**src/rtl/avl_bus_arbiter.sv**
```systemverilog
// Round-robin arbiter sharing one avl slave port among MASTER_NUM masters.
// Read responses are steered back to their issuer through an in-order FIFO of master indices.
module avl_bus_arbiter #(
  parameter int MASTER_NUM      = 4,
  parameter int OUTSTANDING_MAX = 4
) (
  input  logic                        clk,
  input  logic                        rest,
  input  logic [MASTER_NUM-1:0][31:0] m_address,
  input  logic [MASTER_NUM-1:0][3:0]  m_byte_en,
  input  logic [MASTER_NUM-1:0]       m_read,
  input  logic [MASTER_NUM-1:0]       m_write,
  input  logic [MASTER_NUM-1:0][31:0] m_write_data,
  output logic [MASTER_NUM-1:0]       m_request_ready,
  output logic [31:0]                 m_read_data,
  output logic [MASTER_NUM-1:0]       m_resp_ready,
  output logic [31:0]                 s_address,
  output logic [3:0]                  s_byte_en,
  output logic                        s_read,
  output logic                        s_write,
  output logic [31:0]                 s_write_data,
  output logic                        s_begin_burst_transfer,
  output logic [7:0]                  s_burst_count,
  input  logic                        s_request_ready,
  input  logic [31:0]                 s_read_data,
  input  logic                        s_resp_ready,
  output logic                        err_unexpected_resp
);

  localparam int IDX_W = (MASTER_NUM > 1) ? $clog2(MASTER_NUM) : 1;
  localparam int PTR_W = (OUTSTANDING_MAX > 1) ? $clog2(OUTSTANDING_MAX) : 1;
  localparam int CNT_W = $clog2(OUTSTANDING_MAX + 1);

  logic [MASTER_NUM-1:0] req;
  logic [IDX_W-1:0]      rr_ptr;
  logic [IDX_W-1:0]      rr_idx;
  logic                  rr_found;
  logic [IDX_W-1:0]      cand;
  logic                  lock;
  logic [IDX_W-1:0]      lock_idx;
  logic [IDX_W-1:0]      gnt_idx;
  logic                  gnt_valid;
  logic                  sel_read;
  logic                  sel_write;
  logic                  accept;
  logic                  push;
  logic                  pop;
  logic                  full;
  logic                  empty;
  logic [IDX_W-1:0]      head;
  logic [IDX_W-1:0]      fifo_mem [OUTSTANDING_MAX];
  logic [PTR_W-1:0]      wr_ptr;
  logic [PTR_W-1:0]      rd_ptr;
  logic [CNT_W-1:0]      count;

  assign req = m_read | m_write;

  // Walk downwards so the last hit written is the one closest to rr_ptr.
  always_comb begin
    rr_found = 1'b0;
    rr_idx   = '0;
    cand     = '0;
    for (int k = MASTER_NUM - 1; k >= 0; k--) begin
      cand = IDX_W'((int'(rr_ptr) + k) % MASTER_NUM);
      if (req[cand]) begin
        rr_found = 1'b1;
        rr_idx   = cand;
      end
    end
  end

  assign gnt_idx   = lock ? lock_idx : rr_idx;
  assign gnt_valid = lock ? req[lock_idx] : rr_found;

  assign sel_read  = gnt_valid & m_read[gnt_idx];
  assign sel_write = gnt_valid & m_write[gnt_idx] & ~m_read[gnt_idx];

  // Full is taken from the registered count so a same-cycle pop cannot admit a read.
  assign full  = (count == CNT_W'(OUTSTANDING_MAX));
  assign empty = (count == '0);

  assign s_read  = sel_read & ~full & ~rest;
  assign s_write = sel_write & ~rest;
  assign accept  = (s_read | s_write) & s_request_ready;

  assign s_address    = gnt_valid ? m_address[gnt_idx]    : 32'h0;
  assign s_byte_en    = gnt_valid ? m_byte_en[gnt_idx]    : 4'h0;
  assign s_write_data = gnt_valid ? m_write_data[gnt_idx] : 32'h0;

  assign s_begin_burst_transfer = 1'b0;
  assign s_burst_count          = 8'h0;

  always_comb begin
    m_request_ready = '0;
    if (accept) m_request_ready[gnt_idx] = 1'b1;
  end

  assign push = accept & s_read;
  assign pop  = s_resp_ready & ~empty & ~rest;
  assign head = fifo_mem[rd_ptr];

  always_comb begin
    m_resp_ready = '0;
    if (pop) m_resp_ready[head] = 1'b1;
  end

  assign m_read_data = s_read_data;

  always_ff @(posedge clk) begin
    if (rest) begin
      rr_ptr              <= '0;
      lock                <= 1'b0;
      lock_idx            <= '0;
      wr_ptr              <= '0;
      rd_ptr              <= '0;
      count               <= '0;
      err_unexpected_resp <= 1'b0;
    end else begin
      // A blocked read also counts as not accepted, so the grant stays put.
      lock <= gnt_valid & ~accept;
      if (gnt_valid & ~accept) lock_idx <= gnt_idx;
      if (accept) rr_ptr <= (gnt_idx == IDX_W'(MASTER_NUM - 1)) ? '0 : gnt_idx + 1'b1;
      if (push) wr_ptr <= wr_ptr + 1'b1;
      if (pop)  rd_ptr <= rd_ptr + 1'b1;
      case ({push, pop})
        2'b10:   count <= count + 1'b1;
        2'b01:   count <= count - 1'b1;
        default: count <= count;
      endcase
      if (s_resp_ready & empty) err_unexpected_resp <= 1'b1;
    end
  end

  always_ff @(posedge clk) begin
    if (!rest && push) fifo_mem[wr_ptr] <= gnt_idx;
  end

endmodule

```
**config.mk**
```make
export PLATFORM = sky130hd
export DESIGN_NAME = avl_bus_arbiter
export DESIGN_NICKNAME = d
export VERILOG_FILES = /design/src/rtl/avl_bus_arbiter.sv
export SDC_FILE = /design/constraint.sdc
export NUM_CORES = 1
export LEC_CHECK = 0
export CORE_AREA = 2 2 171 173
export CTS_BUF_LIST = sky130_fd_sc_hd__clkbuf_2 sky130_fd_sc_hd__clkbuf_4 sky130_fd_sc_hd__clkbuf_8
export DETAILED_ROUTE_END_ITERATION = 10
export DIE_AREA = 0 0 173 175
export PLACE_DENSITY = 0.51
export SYNTH_ARGS = -nofsm -noshare
export SYNTH_HDL_FRONTEND = slang
export SYNTH_SLANG_ARGS = --single-unit
```
**constraint.sdc**
```tcl
create_clock -name clk -period 3 [get_ports clk]
set_input_delay 0.45 -clock clk [delete_from_list [all_inputs] [get_ports clk]]
set_output_delay 0.45 -clock clk [all_outputs]
set_load 0.02 [all_outputs]
```
---- Yosys cells after proc, flatten, opt, wreduce, memory -nomap -nowiden ----
Memory sizes are Yosys's and may differ from the RTL's. A register that Yosys moved wholly into a read port is not among the register bits.
Index checks and enable logic that the tools add are counted.
storage, ports and cells
  register bits ........................... 13
  memory bits (writable) .................. 8
  bits of input ports ..................... 316
  logic and storage cells ................. 99
  memories kept ........................... 1
memories
  memory    depth  width  rd ports  clocked after memory_dff  write ports  line  source
  fifo_mem  4      2      1         1                         1            51    logic [IDX_W-1:0] fifo_mem [OUTSTANDING_MAX];
operators by class
  add/subtract/negate cells ............... 8
  $lt $le $gt $ge ......................... 9
  equality and inequality tests ........... 4
  multiplexer cells ....................... 45
  bitwise operators ....................... 19
  reductions and logical operators ........ 6
operators by type and width
  kind                 count
  $bmux 32 s2          2
  $mux 32              4
  $lt 2x3->1 const B   7
  $mux 1               16
  $mux 2               8
  $mux 4               4
  $bmux 1 s2           7
  $and 1x1->1          12
  $add 2x1->2 const B  4
  $bmux 4 s2           1
  $pmux 3 s2           1
  $not 1->1            5
  $add 2x2->2 const B  2
  $demux 1 s2          2
  $eq 2x2->1 const B   2
  $ge 2x1->1 const B   2
  $or 4x4->4           1
  $add 3x1->3 const B  1
  $eq 3x3->1 const B   1
  $logic_and 1x1->1    3
  $logic_not 3->1      1
  $sub 3x1->3 const B  1
  $eq 2x1->1 const B   1
  $reduce_bool 2->1    1
  other kinds (2)      2

---- Logic depth before layout (Yosys ltp) ----
  word-level depth ........................ 19
  gate-level depth with buffers ........... 14

---- Least setup slack after synthesis ----
Ideal clock, no wire load.
  path type ............................... input to register
  from .................................... input port m_write[0]
  to ...................................... register count[2]
  library setup time ...................... 71 ps
  arrival time ............................ 3041 ps
  required time ........................... 2929 ps
  slack ................................... -112 ps
  cell stages on the path ................. 12
  path buffers ............................ 0
  cells stage by stage .................... or4_4 a41oi_2 a21boi_2 clkinv_2 mux2i_1 a2111o_1 ha_1 inv_1 fa_1 xor2_1 or3_1 a21oi_1
between the ends
  longest elaborated chain between the ends .. 18
  elaborated cells between the ends (all ways) .. 39
RTL lines
  item                                                    line    source
  from (decl)                                             12      input logic [MASTER_NUM-1:0] m_write,
  $or 4x4->4                                              56      assign req = m_read | m_write;
  $bmux 1 s2                                              65      if (req[cand]) begin
  $mux 1 (not written as such)                            65
  $mux 2 (4 in series)                                    65
  $mux 2                                                  72      assign gnt_idx = lock ? lock_idx : rr_idx;
  $bmux 1 s2 (on tied branches)                           75, 76
  $mux 1 (on tied branches)                               75, 76
  $and 1x1->1, or another cell as far along               75      assign sel_read = gnt_valid & m_read[gnt_idx];
  $and 1x1->1 (on tied branches)                          82, 76
  $and 1x1->1 (on tied branches)                          82, 83
  $or 1x1->1                                              84      assign accept = (s_read | s_write) & s_request_ready;
  $and 1x1->1                                             84
  $and 1x1->1 *                                           98      assign push = accept & s_read;
  $eq 2x1->1 / $eq 2x2->1 (equally long branches)         125     case ({push, pop})
  $pmux 3 s2 / $reduce_bool 2->1 (equally long branches)  -
  to (signal assigned)                                    126     2'b10: count <= count + 1'b1;
  to (signal assigned)                                    127     2'b01: count <= count - 1'b1;
  to (signal assigned)                                    128     default: count <= count;
  to (decl)                                               54      logic [CNT_W-1:0] count;
Mark *: on every way between the ends. The rest lies on a longest branch, timed or not. The select of a mux whose other input is x is not followed.
A chain may end at the register's enable or synchronous reset.

---- Worst setup path after layout ----
  from .................................... input port m_read[0]
  to ...................................... output port m_request_ready[1]
between the ends
  longest elaborated chain between the ends .. 16
  elaborated cells between the ends (all ways) .. 40
RTL lines
  item                                       line    source
  from (decl)                                11      input logic [MASTER_NUM-1:0] m_read,
  $or 4x4->4                                 56
  $bmux 1 s2                                 65
  $mux 1 (not written as such)               65
  $mux 2 (4 in series)                       65
  $mux 2                                     72
  $bmux 1 s2 (on tied branches)              75, 76
  $mux 1 (on tied branches)                  75, 76
  $and 1x1->1, or another cell as far along  75
  $and 1x1->1 (on tied branches)             82, 76
  $and 1x1->1 (on tied branches)             82, 83
  $or 1x1->1                                 84
  $and 1x1->1                                84
  $mux 4 *                                   95      if (accept) m_request_ready[gnt_idx] = 1'b1;
  to (decl)                                  14      output logic [MASTER_NUM-1:0] m_request_ready,
Marked as above.

==> impl_metrics.yaml <==
status:
  status: "finished, final reports clean"
synth:
  synthMuxAreaShare: 0.428
  netlist.area_leader.share: 0.420
  yosys.area_share.simple: 0.189
  yosysTopAreaCell: "mux4_2"
  synthTopCellsByArea: "mux4_2, and2_1, buf_4"
  synth_fa_ha_area_frac: 0.0348
  synth-compound-area-share: 0.0647
  avgSynthCellArea_um2: 10.9
  ys_seq_area_frac: 0.142
  synth_cell_type_count: 48
  synthXorXnorAreaFrac: 0.0115
  synth_cells: 349
  syn-cell-area_um2: 3810
  synth-edff-count: 8
  synth_top_family_by_area: "multiplexers"
  async_reset_ff_frac: 0
  yosys_register_bits: 23
  yosysWarningCount: 0
  synth_top_flop_cell: "dfxtp_1"
timing:
  max_freq_mhz: 337
  finalSetupViolations: 0
  period_share: 0.989
  fin_skew_ns: 0.00639
  post-route-min-period_ns: 2.97
  final_max_slew_viol_count: 0
  rsz0062_at_grt: "yes"
  hold_viol: 0
global_route:
  grt_antenna_before_repair: 0
  grt.total_usage: 0.120
  grt_pass1_vias: 4725
  grt_pass1_wl_mm: 28.0
  grt_overflow: 0
  grt_max_degree: 35
clocking:
  clkTransAtPathRegs_ns: 0.07
  cts_root_buffer: "clkbuf_8"
  htree_levels: 1
  cts_tree: "built"
  cts_buffers: 3
  cts_sinks: 23
  ctsHoldBuffers: 0
  clock_path_buffers: 2
  insertion_delay_ns: 0.27
placement:
  port_buffers: 362
  dpl-instance-area_um2: 8050
  dp_hpwl_mm: 16.0
  place_inst: 1088
  gp_congestion: 0.910
drt:
  firstDrtPassIters: 4
  ant_nets: 0
  viasPerCell: 3.95
  met1Wirelength_mm: 6.87
  drt_iter0_markers: 107
  wl_mm: 18.8
  highest_layer: "met4"
  vias: 4370
  met2_length_mm: 10.2
  wl_met3_mm: 1.32
  routedWlPerCell_um: 17.0
  drc: 0
finish:
  drive_above_1_share: 0.372
  regArea_um2: 544
  layout.nets: 1050
  syn_to_final_growth_pct: 115
  fin_cells: 1107
  nFillCells: 3016
  postLayoutCellArea_um2: 8200
  multi_input_area_um2: 2980
  diodes: 0
floorplanning:
  core_area_um2: 28400
  dieArea_um2: 30300
  initial_core_util: 0.134
  die_w_um: 173
  rows: 62
  io_pins: 436
  die_y_um: 175
worst_setup_path:
  crit_top_cell: "buf_6"
  cp_slowest_cell: "o31a_4"
  required_ns: 2.55
  crit_buf_inv: 5
  cp_slowest_stage_delay_ns: 0.33
  startpoint_type: "input pin"
  critical_path_arrival_ns: 2.52
  cp_max_fo: 5
  crit_type: "input pin to output port"
  end_kind: "output port"
  path_cells: "buf_6 > buf_6 > o21a_1 > o22a_1 > o31a_4 > buf_6 > bufbuf_16 > a211oi_2 > o21a_4 > and2_1 > buf_4"
  path_delay_family: "compound AO/OA/AOI/OAI gates"
min_path:
  hp-class: "flip-flop to flip-flop"
power_and_ir_drop:
  power_density_nw_per_um2: 601
  leakage_nw: 3.17
  vdd_ir_drop_max_v: 0.000238
job:
  maxCapViolations: 0
==> flip-flops by register name, indices dropped and copies added (netlist names), named ones only <==
register,cells
fifo_mem,8
rd_ptr,2
rr_ptr,2
err_unexpected_resp,1
wr_ptr,2
lock,1
count,3
lock_idx,2
==> timing repair <==
action / CTS / global route
buffers inserted: 6 / 6
pin swaps: 14 / 11
endpoints found under the setup margin: 77 / 46
gates cloned: 4 / 0
gates resized for setup: 350 / 44
==> cells by family (layout without fill, tap and decap cells) <==
family	Yosys count	after routing
compound gates	30	30
xor+xnor	5	5
fa+ha+maj	10	10
buf+inv	82	448
flops	23	23
mux	74	74
other cells	1	9
simple gates	124	124
==> placed cells by master (no fill, tap or decap), types with 2 or more instances in the layout <==
cell type	Yosys	routed
and3_1	5	5
nand2_1	9	8
clkbuf_2	0	5
buf_16	0	3
inv_1	12	11
clkdlybuf4s50_1	0	280
buf_12	0	12
o2111ai_1	2	2
edfxtp_1	8	8
buf_6	1	15
xnor2_1	2	2
buf_4	42	61
conb_1	1	9
clkdlybuf4s15_2	0	2
or3_1	3	3
nand3_1	5	5
a211oi_2	2	3
and2_4	0	18
and2_1	72	54
a31oi_1	4	3
nor3b_1	3	2
xor2_1	3	3
buf_2	16	51
dfxtp_1	15	14
a21oi_1	8	5
nor2b_1	2	2
ha_1	9	8
mux4_2	71	71
nand3b_1	2	2
a21oi_2	0	2
clkbuf_8	0	3
nor2_1	16	14
==> metrics by stage <==
stage | TNS [ns] | util | hold WS [ns] | setup slack, ns | power (mW)
after floorplan | 0 | - | 0.469 | 0.0211 | 2.77
after global placement | -52.20 | 0.283 | 0.456 | -0.763 | 4.66
after detailed placement | -54.97 | 0.283 | 0.460 | -0.791 | 4.66
after CTS | -0.00123 | 0.286 | 0.480 | -0.00123 | 4.94
after global routing | -0.250 | 0.289 | 0.510 | -0.0616 | 5.27
final | 0 | 0.289 | 0.471 | 0.0322 | 4.93
==> worst paths after layout <==
| check | start | endpoint | cells past startpoint | slack (ns) |
|---|---|---|---|---|
| setup / recovery | m_read[0] | m_request_ready[1] | 11 | 0.03 |
| hold reg to reg | err_unexpected_resp$_SDFFE_PP0P_ | err_unexpected_resp$_SDFFE_PP0P_ | 2 | 0.47 |
| setup reg to reg | rr_ptr[1]$_SDFFE_PP0P_ | count[2]$_SDFFE_PP0P_ | 12 | 0.10 |
| hold / removal | err_unexpected_resp$_SDFFE_PP0P_ | err_unexpected_resp$_SDFFE_PP0P_ | 2 | 0.47 |
==> cells in the mapped netlist (2+ instances only) <==
library cell / count
a21oi_1: 8
a211oi_2: 2
nand3b_1: 2
xor2_1: 3
nor3_1: 2
nor3b_1: 3
mux4_2: 71
nor2_1: 16
buf_4: 42
nand3_1: 5
a211oi_1: 2
a31oi_1: 4
and3_1: 5
inv_1: 12
ha_1: 9
or3_1: 3
nor4_1: 2
o2111ai_1: 2
mux2i_1: 2
clkbuf_1: 9
nor2b_1: 2
buf_2: 16
and2_1: 72
xnor2_1: 2
edfxtp_1: 8
nand2_1: 9
dfxtp_1: 15
==> worst register-to-register path: stages, from the launching register on <==
cell and delay, ns:
dfxtp_4 0.39, o21ba_1 0.15, o22a_1 0.20, o31a_4 0.33, buf_6 0.14, bufbuf_16 0.26
a2111o_1 0.43, ha_2 0.19, inv_2 0.05, fa_2 0.18, xor2_1 0.06, or3_1 0.32
a21oi_2 0.12
==> metal layers <==
metal  vias up  GRT usage
met5         -          0
met4         0     0.0311
met3        24     0.0239
met2       244      0.239
met1      2087      0.127
li1       2015          -
==> power breakdown <==
part	total, mW	switching (mW)	internal [mW]
registers	0.431	0.0475	0.383
logic	4.31	1.88	2.43
clock network	0.189	0.0965	0.0927
total	4.93	2.02	2.91
==> final cells by class <==
| cell class | count | share of cell area |
|---|---|---|
| clock buffer | 3 | 0.00504 |
| clock inverter | 1 | 0.000610 |
| inverter | 13 | 0.00656 |
| multi-input combinational | 252 | 0.363 |
| sequential | 23 | 0.0664 |
| tap | 384 | 0.0586 |
| timing repair buffer | 431 | 0.500 |
Note: power is estimated with default switching activity, not from simulation.
